File: config.mk
export PLATFORM = sky130hd
export DESIGN_NAME = imm_extend_pipe_flat
export DESIGN_NICKNAME = d
export VERILOG_FILES = /design/src/rtl/imm_extend_pipe_pkg.sv /design/src/rtl/imm_extend_pipe_if.sv /design/src/rtl/imm_extend_pipe_core.sv /design/src/rtl/imm_extend_pipe.sv /design/src/flat_wrapper.sv
export SDC_FILE = /design/constraint.sdc
export NUM_CORES = 1
export LEC_CHECK = 0
export BUFFER_PORTS_ARGS = -buffer_cell sky130_fd_sc_hd__buf_2
export CORE_MARGIN = 2
export CORE_UTILIZATION = 51
export CTS_CLUSTER_DIAMETER = 100
export CTS_CLUSTER_SIZE = 10
export DETAILED_ROUTE_END_ITERATION = 7
export GPL_TIMING_DRIVEN = 0
export HOLD_SLACK_MARGIN = 0.15
export PLACE_DENSITY_LB_ADDON = 0.08
export SLEW_MARGIN = 25
export SYNTH_ARGS = -nofsm -noshare
export SYNTH_HDL_FRONTEND = slang
export SYNTH_SLANG_ARGS = --single-unit
File: constraint.sdc
create_clock -name Clk -period 1.74 [get_ports Clk]
set_clock_uncertainty 0.1 [all_clocks]
set_input_delay 0.087 -clock Clk [delete_from_list [all_inputs] [get_ports Clk]]
set_output_delay 0.087 -clock Clk [all_outputs]
set_load 0.02 [all_outputs]
File: src/rtl/imm_extend_pipe_pkg.sv
// imm_extend_pipe_pkg
//   Shared definitions for the immediate-extension pipeline.
//   Holds the extension mode encodings carried on In_Mode and the
//   occupancy state encoding used by the two-entry output buffer.
package imm_extend_pipe_pkg;

  localparam int MODE_W = 2;

  typedef enum logic [MODE_W-1:0] {
    MODE_SIGN   = 2'd0,
    MODE_ZERO   = 2'd1,
    MODE_BRANCH = 2'd2,
    MODE_UPPER  = 2'd3
  } modeE;

  typedef enum logic [1:0] {
    EMPTY = 2'd0,
    ONE   = 2'd1,
    TWO   = 2'd2
  } stateE;

endpackage

File: src/rtl/imm_extend_pipe_if.sv
// imm_extend_pipe_if
//   Valid/ready bundle between a producer of raw immediates and a
//   consumer of extended words.
//   Input side : In_Valid, In_Ready, In_Imm[IN_W], In_Mode[2]
//   Output side: Out_Valid, Out_Ready, Out_Data[OUT_W]
//   master : the environment (drives requests, accepts results)
//   slave  : the extension pipeline
interface imm_extend_pipe_if
  import imm_extend_pipe_pkg::*;
#(
  parameter int IN_W  = 16,
  parameter int OUT_W = 32
);

  logic              In_Valid;
  logic              In_Ready;
  logic [IN_W-1:0]   In_Imm;
  logic [MODE_W-1:0] In_Mode;
  logic              Out_Valid;
  logic              Out_Ready;
  logic [OUT_W-1:0]  Out_Data;

  modport master (
    output In_Valid, In_Imm, In_Mode, Out_Ready,
    input  In_Ready, Out_Valid, Out_Data
  );

  modport slave (
    input  In_Valid, In_Imm, In_Mode, Out_Ready,
    output In_Ready, Out_Valid, Out_Data
  );

endinterface

File: src/rtl/imm_extend_pipe_core.sv
// imm_extend_core
//   Purely combinational immediate extender.
//   imm    : raw IN_W-bit immediate field
//   mode   : extension mode (sign, zero, branch offset, upper)
//   result : OUT_W-bit extended word
module imm_extend_core
  import imm_extend_pipe_pkg::*;
#(
  parameter int IN_W  = 16,
  parameter int OUT_W = 32
) (
  input  logic [IN_W-1:0]   imm,
  input  logic [MODE_W-1:0] mode,
  output logic [OUT_W-1:0]  result
);

  localparam int EXT_W = OUT_W - IN_W;

  logic [OUT_W-1:0] signExt;
  logic [OUT_W-1:0] zeroExt;
  logic [OUT_W-1:0] branchOff;
  logic [OUT_W-1:0] upperImm;
  modeE             modeSel;

  // All four candidate results are formed in parallel and the mode
  // picks one. The branch form is a word offset, so the sign-extended
  // value is scaled by four and simply loses its top two bits.
  assign signExt   = {{EXT_W{imm[IN_W-1]}}, imm};
  assign zeroExt   = {{EXT_W{1'b0}}, imm};
  assign branchOff = signExt << 2;
  assign upperImm  = {imm, {EXT_W{1'b0}}};
  assign modeSel   = modeE'(mode);

  // Mode select; every encoding of the two-bit mode is a legal mode.
  always_comb begin
    result = '0;
    case (modeSel)
      MODE_SIGN:   result = signExt;
      MODE_ZERO:   result = zeroExt;
      MODE_BRANCH: result = branchOff;
      MODE_UPPER:  result = upperImm;
      default:     result = '0;
    endcase
  end

endmodule

File: src/rtl/imm_extend_pipe.sv
// imm_extend_pipe
//   Extends immediates on the way in and buffers up to two results in
//   a main/skid register pair so the producer never sees a
//   combinational path from Out_Ready.
//   Clk   : sole clock, rising edge
//   Reset : asynchronous, active-low
//   bus   : valid/ready bundle (slave side), see imm_extend_pipe_if
module imm_extend_pipe
  import imm_extend_pipe_pkg::*;
#(
  parameter int IN_W  = 16,
  parameter int OUT_W = 32
) (
  input  logic             Clk,
  input  logic             Reset,
  imm_extend_pipe_if.slave bus
);

  stateE            state;
  stateE            nextState;
  logic [OUT_W-1:0] mainReg;
  logic [OUT_W-1:0] mainNext;
  logic [OUT_W-1:0] skidReg;
  logic [OUT_W-1:0] skidNext;
  logic [OUT_W-1:0] extResult;
  logic             inReadyReg;
  logic             outValidReg;
  logic             inXfer;
  logic             outXfer;

  // Extension happens before storage, so both buffer entries already
  // hold the finished word and the skid-to-main move is a plain copy.
  imm_extend_core #(
    .IN_W  (IN_W),
    .OUT_W (OUT_W)
  ) extendCore (
    .imm    (bus.In_Imm),
    .mode   (bus.In_Mode),
    .result (extResult)
  );

  assign inXfer        = bus.In_Valid  && inReadyReg;
  assign outXfer       = outValidReg   && bus.Out_Ready;
  assign bus.In_Ready  = inReadyReg;
  assign bus.Out_Valid = outValidReg;
  assign bus.Out_Data  = mainReg;

  // Occupancy bookkeeping. Main always holds the oldest result; the
  // skid only fills when main is occupied and not leaving this cycle.
  // In ONE with traffic on both sides the old result leaves and the new
  // one lands straight in main, which is what gives full throughput.
  always_comb begin
    nextState = state;
    mainNext  = mainReg;
    skidNext  = skidReg;
    case (state)
      EMPTY: begin
        if (inXfer) begin
          nextState = ONE;
          mainNext  = extResult;
        end
      end
      ONE: begin
        if (inXfer && outXfer) begin
          mainNext = extResult;
        end else if (inXfer) begin
          nextState = TWO;
          skidNext  = extResult;
        end else if (outXfer) begin
          nextState = EMPTY;
        end
      end
      TWO: begin
        if (outXfer) begin
          nextState = ONE;
          mainNext  = skidReg;
        end
      end
      default: begin
        nextState = EMPTY;
      end
    endcase
  end

  // State and data registers. The handshake outputs are flops loaded
  // from the next state so neither one depends on this cycle's inputs.
  always_ff @(posedge Clk or negedge Reset) begin
    if (!Reset) begin
      state       <= EMPTY;
      mainReg     <= '0;
      skidReg     <= '0;
      inReadyReg  <= 1'b1;
      outValidReg <= 1'b0;
    end else begin
      state       <= nextState;
      mainReg     <= mainNext;
      skidReg     <= skidNext;
      inReadyReg  <= (nextState != TWO);
      outValidReg <= (nextState != EMPTY);
    end
  end

endmodule

File: src/flat_wrapper.sv
// flat-port wrapper written by rule: the top's interface ports become plain ports
module imm_extend_pipe_flat import imm_extend_pipe_pkg::*;
#(
  parameter int IN_W  = 16,
  parameter int OUT_W = 32
)
  (Clk, Reset, bus_In_Valid, bus_In_Imm, bus_In_Mode, bus_Out_Ready, bus_In_Ready, bus_Out_Valid, bus_Out_Data);
  imm_extend_pipe_if #(.IN_W(IN_W), .OUT_W(OUT_W)) bus_i ();
  input  logic Clk;
  input  logic Reset;
  input wire logic [$bits(bus_i.In_Valid)-1:0] bus_In_Valid;
  input wire logic [$bits(bus_i.In_Imm)-1:0] bus_In_Imm;
  input wire logic [$bits(bus_i.In_Mode)-1:0] bus_In_Mode;
  input wire logic [$bits(bus_i.Out_Ready)-1:0] bus_Out_Ready;
  output wire logic [$bits(bus_i.In_Ready)-1:0] bus_In_Ready;
  output wire logic [$bits(bus_i.Out_Valid)-1:0] bus_Out_Valid;
  output wire logic [$bits(bus_i.Out_Data)-1:0] bus_Out_Data;
  assign bus_i.In_Valid = bus_In_Valid;
  assign bus_i.In_Imm = bus_In_Imm;
  assign bus_i.In_Mode = bus_In_Mode;
  assign bus_i.Out_Ready = bus_Out_Ready;
  assign bus_In_Ready = bus_i.In_Ready;
  assign bus_Out_Valid = bus_i.Out_Valid;
  assign bus_Out_Data = bus_i.Out_Data;
  imm_extend_pipe #(.IN_W(IN_W), .OUT_W(OUT_W)) u_core (.Clk(Clk), .Reset(Reset), .bus(bus_i));
endmodule
### Yosys cells after proc, flatten, opt, wreduce, memory -nomap -nowiden

Cells that the tools add are included.

* register bits: 68
* logic and storage cells: 35

* eq/ne operators: 9
* multiplexer cells: 11
* bitwise logic cells: 1
* reduce and logical (&&, ||, !) cells: 9

Operator list (number)
* $pmux W32 S4: 1
* $mux W32: 3
* $pmux W32 S3: 1
* $mux W2: 5
* $eq A2 B2 Y1 const B: 3
* $ne A2 B1 Y1 const B: 3
* $pmux W2 S3: 1
* $eq A2 B1 Y1 const B: 2
* $logic_not A2 Y1: 2
* $reduce_and A4 Y1: 1
* $logic_and A1 B1 Y1: 3
* $reduce_and A3 Y1: 1
* $reduce_bool A3 Y1: 1
* $ne A2 B2 Y1 const B: 1
* $reduce_bool A2 Y1: 1
* $not A1 Y1: 1

### Depth between registers and ports, before layout

* depth after elaboration: 6
* depth in mapped cells: 6
* gate-level depth less buffers: 4

### By module

Synthesis repeated with hierarchy kept, for this count alone.

* cells, all modules: 302
* area total of the unflattened synthesis: 3344.5 sq um

By module, submodules not included
* imm_extend_pipe: times used 1, cells an instance 260, area each 2984.1 sq um, sequential area each 1702.9 sq um
* imm_extend_core: times used 1, cells an instance 42, area each 360.3 sq um, sequential area each 0.0 sq um

### Worst setup path after synthesis

No wires, ideal clock.

* kind: register to register
* start: register u_core.inReadyReg, in the netlist u_core.bus.In_Ready
* end: register u_core.mainReg[0], in the netlist u_core.bus.Out_Data[0]
* data arrival time: 1459 ps
* required time: 1515 ps
* setup slack: 56 ps
* stages on the path, launching flop included: 5
* buffers on the path: 1
* path through: dfstp_2 nand2_1 o31a_4 buf_8 mux2_4

* word-level cells in the longest chain between the ends: 4
* elaborated cells on any way between the ends: 5

Ends and longest elaborated chain
* from (decl): RTL line imm_extend_pipe.sv:26 `logic inReadyReg;`
* from (signal assigned): RTL line imm_extend_pipe.sv:98 `inReadyReg <= (nextState != TWO);`
* $logic_and A1 B1 Y1 *: RTL line imm_extend_pipe.sv:42 `assign inXfer = bus.In_Valid && inReadyReg;`
* $logic_and A1 B1 Y1: RTL line imm_extend_pipe.sv:64 `if (inXfer && outXfer) begin`
* $ne A2 B1 Y1 (no source line)
* $reduce_and A4 Y1 (no source line) *
* to (signal assigned): RTL line imm_extend_pipe.sv:96 `mainReg <= mainNext;`
* to (decl): RTL line imm_extend_pipe.sv:21 `logic [OUT_W-1:0] mainReg;`

Mark *: on every way between the ends. The rest lies on a longest branch, timed or not.
A chain may end at the register's enable or synchronous reset.

### Worst setup path in the final report

* start: register u_core.state[1]
* end: register u_core.mainReg[17], in the netlist u_core.bus.Out_Data[17]

* word-level cells in the longest chain between the ends: 3
* elaborated cells on any way between the ends: 9

Ends and longest elaborated chain
* from (decl): RTL line imm_extend_pipe.sv:19 `stateE state;`
* from (signal assigned): RTL line imm_extend_pipe.sv:95 `state <= nextState;`
* $eq A2 B2 Y1 (tied with other cells): RTL line imm_extend_pipe.sv:56 `case (state)`
* $ne A2 B1 Y1 (no source line) or $reduce_bool A3 Y1 (tied branches)
* $reduce_and A4 Y1 (no source line)

Parallel ways exist; a longest one is shown, timed or not.

==> impl_metrics.env <==
export IMPL_drt_pass1_iterations=4
export IMPL_regArea_um2=1704
export IMPL_arrival_ns=1.87
export IMPL_grt_pass1_wl_mm=12.90
export IMPL_cts_buffers=9
export IMPL_period_minus_slack_ns=1.735
export IMPL_synth_top_cell_by_area="dfrtp_1"
export IMPL_rows=29
export IMPL_synthXorXnorAreaFrac_pct=0
export IMPL_yosys_area_share_simple_pct=9.996
export IMPL_fmax_mhz=576.3
export IMPL_syn_area_per_cell_um2=10.82
export IMPL_status="finished clean"
export IMPL_synth_top_area_share_pct=49.98
export IMPL_setup_viol=0
export IMPL_die_w_um=85.10
export IMPL_die_area_um2=7242
export IMPL_synth_ff_type="dfrtp_1"
export IMPL_final_max_slew_violation_count=0
export IMPL_routed_via_count=2621
export IMPL_timing_hold_ws_ns=0.1755
export IMPL_synth_edff_count=0
export IMPL_grt_pass1_vias=2545
export IMPL_wire_per_inst_um=16.39
export IMPL_start_util_pct=52.83
export IMPL_port_buffers=54
export IMPL_crit_type="register to register"
export IMPL_power_density_nw_per_um2=1722
export IMPL_crit_start="u_core.state[1]"
export IMPL_clockBufferDepth=2
export IMPL_dieHeight_um=85.10
export IMPL_drc=0
export IMPL_fin_nets=427
export IMPL_area_delta_synth_final_pct=28.38
export IMPL_grt_overflow_total=0
export IMPL_coreArea_um2=6350
export IMPL_timing_rr_start="u_core.state[1]"
export IMPL_grt_max_degree=36
export IMPL_placed_cell_area_um2=3744
export IMPL_cts_root_buf="clkbuf_8"
export IMPL_htreeDepth=3
export IMPL_drtIter0Drc=173
export IMPL_rsz0062_at_grt="true"
export IMPL_ir_drop_v=0.001003
export IMPL_synth_compound_area_share_pct=14.02
export IMPL_cap_violations=0
export IMPL_fillerInstances=504
export IMPL_syn_instance_count=310
export IMPL_track_usage_pct=23.13
export IMPL_place_inst=442
export IMPL_fin_util_pct=67.82
export IMPL_final_hold_violation_count=0
export IMPL_antenna_found_initial=0
export IMPL_ys_warnings_count=0
export IMPL_crit_required_ns=1.88
export IMPL_synthTopCellsByCount="dfrtp_1, a21oi_1, nand2_1"
export IMPL_reg2reg_to="u_core.bus.Out_Data[17]"
export IMPL_multiInputGateArea_um2=1476
export IMPL_hpwl_mm=5.249
export IMPL_start_kind="register"
export IMPL_clock_latency_ns=0.35
export IMPL_drive_gt1_share_pct=36.59
export IMPL_cp_endpoint="u_core.bus.Out_Data[17]"
export IMPL_hold_path_class="primary input to register"
export IMPL_tightest_slew_ns=0.5044
export IMPL_cts_tree="done"
export IMPL_critPathCaptureType="register"
export IMPL_r2r_cells=5
export IMPL_synthAdderAreaFrac_pct=0
export IMPL_period_share_pct=99.73
export IMPL_synth_most_common_cell="dfrtp_1"
export IMPL_synth_seq_area_share_pct=50.76
export IMPL_fin_area_um2=4307
export IMPL_synth_cell_types=26
export IMPL_place_ws_ns=-0.06144
export IMPL_synth_area_um2=3354
export IMPL_routed_via_density=5.382
export IMPL_layout_setup_ws_ns=0.004755
export IMPL_worst_path_max_fanout=10
export IMPL_ys_top_cells_by_area="dfrtp_1, mux2_4, a21oi_1"
export IMPL_drt_antenna_violating_nets=0
export IMPL_synth_fp_nets=332
export IMPL_ioPinCount=56
export IMPL_r2r_slack_ns=0.005
export IMPL_gp_congestion=0.8630
export IMPL_antenna_cells=0
export IMPL_finalWirelength_mm=7.984
export IMPL_p_leak_nw=2.146
export IMPL_finalNonFillerCells=487
export IMPL_maxSlewHeadroom_pct=66.37
export IMPL_synthMuxAreaShare_pct=19.43
export IMPL_clk_pin_slew_ns=0.08
export IMPL_synthArstFlopShare_pct=100.0
export IMPL_ys_ff_latch=68
export IMPL_cts_sinks=68
export IMPL_synth_top_family_by_area="multiplexers"
==> report_power, final <==
group          internal [mW]  switching, mW
logic                   1.67           1.63
registers               2.29          0.364
clock network          0.813          0.649
==> metal layers <==
layer | global-route usage (%) | part of all wire, %
met5 | 0 | 0
met4 | 11.83 | 3.1
met3 | 3.988 | 5.5
met2 | 35.44 | 44
met1 | 31.76 | 47
==> cell type report <==
| class | instances | share of cell area (%) |
|---|---|---|
| Sequential cell | 68 | 39.57 |
| Multi-Input combinational cell | 211 | 34.28 |
| Timing Repair Buffer | 85 | 13.89 |
| Buffer | 21 | 4.009 |
| Clock buffer | 9 | 2.876 |
| Clock inverter | 7 | 2.353 |
| Tap cell | 77 | 2.237 |
| Inverter | 9 | 0.7844 |
==> cell families (layout without fill, tap and decap cells) <==
family / count (synthesis) / in the layout
buffers and inverters: 31 / 131
DFF: 68 / 68
AOI/OAI and AO/OA: 86 / 86
and+or+nand+nor: 77 / 77
muxes: 48 / 48
==> worst min path at each step <==
stage,from,endpoint,slack [ns],cells after the start
6_report,bus_In_Imm[15],u_core.skidReg[15],0.18,4
5_1_grt,bus_In_Imm[15],u_core.skidReg[15],0.19,4
4_1_cts,bus_In_Imm[15],u_core.skidReg[15],0.15,4
3_5_place_dp,Reset,u_core.state[0],-0.03,1
3_3_place_gp,bus_In_Imm[0],u_core.skidReg[0],0.33,3
2_1_floorplan,Reset,u_core.bus.Out_Data[0],-0.31,0
==> worst max-delay path: stages (launching register included) <==
cell,delay [ns]
dfrtp_1,0.40
and3b_2,0.26
o21bai_4,0.13
o31a_4,0.24
buf_12,0.17
mux2_4,0.31
==> state kept, by name (all words and copies together), names as in the netlist <==
signal and count:
u_core.bus.In_Ready 1, u_core.bus.Out_Data 32, u_core.bus.Out_Valid 1, u_core.skidReg 32
u_core.state 2
==> timing repair <==
action                     CTS  global route
gates cloned                 0             1
setup endpoints to repair   31            57
setup buffers                2             2
gates resized for setup      2            15
hold endpoints to repair   106             0
hold buffers                25             0
==> cells in the final DEF, fill, tap and decap left out, types with 2 or more instances in the layout <==
master,n
clkinv_4,3
o22ai_1,7
dfrtp_1,66
dlygate4sd3_1,25
clkinvlp_4,2
nor2_1,22
nand2b_1,3
nand2_1,37
buf_2,62
inv_1,9
buf_12,4
o21ai_0,32
clkbuf_8,9
clkbuf_1,3
mux2_4,30
a21oi_1,42
mux2_2,17
buf_4,8
bufinv_16,2
buf_6,3
nor2b_1,8
==> per-stage QoR <==
step	setup TNS, ns	total power, mW
after global placement	-1.219	5.645
final	0	7.418
after floorplan	0	4.924
after global routing	-0.6707	7.857
after CTS	-0.07497	7.314
after detailed placement	-1.442	5.735
Note: power is estimated with default switching activity, not from simulation.
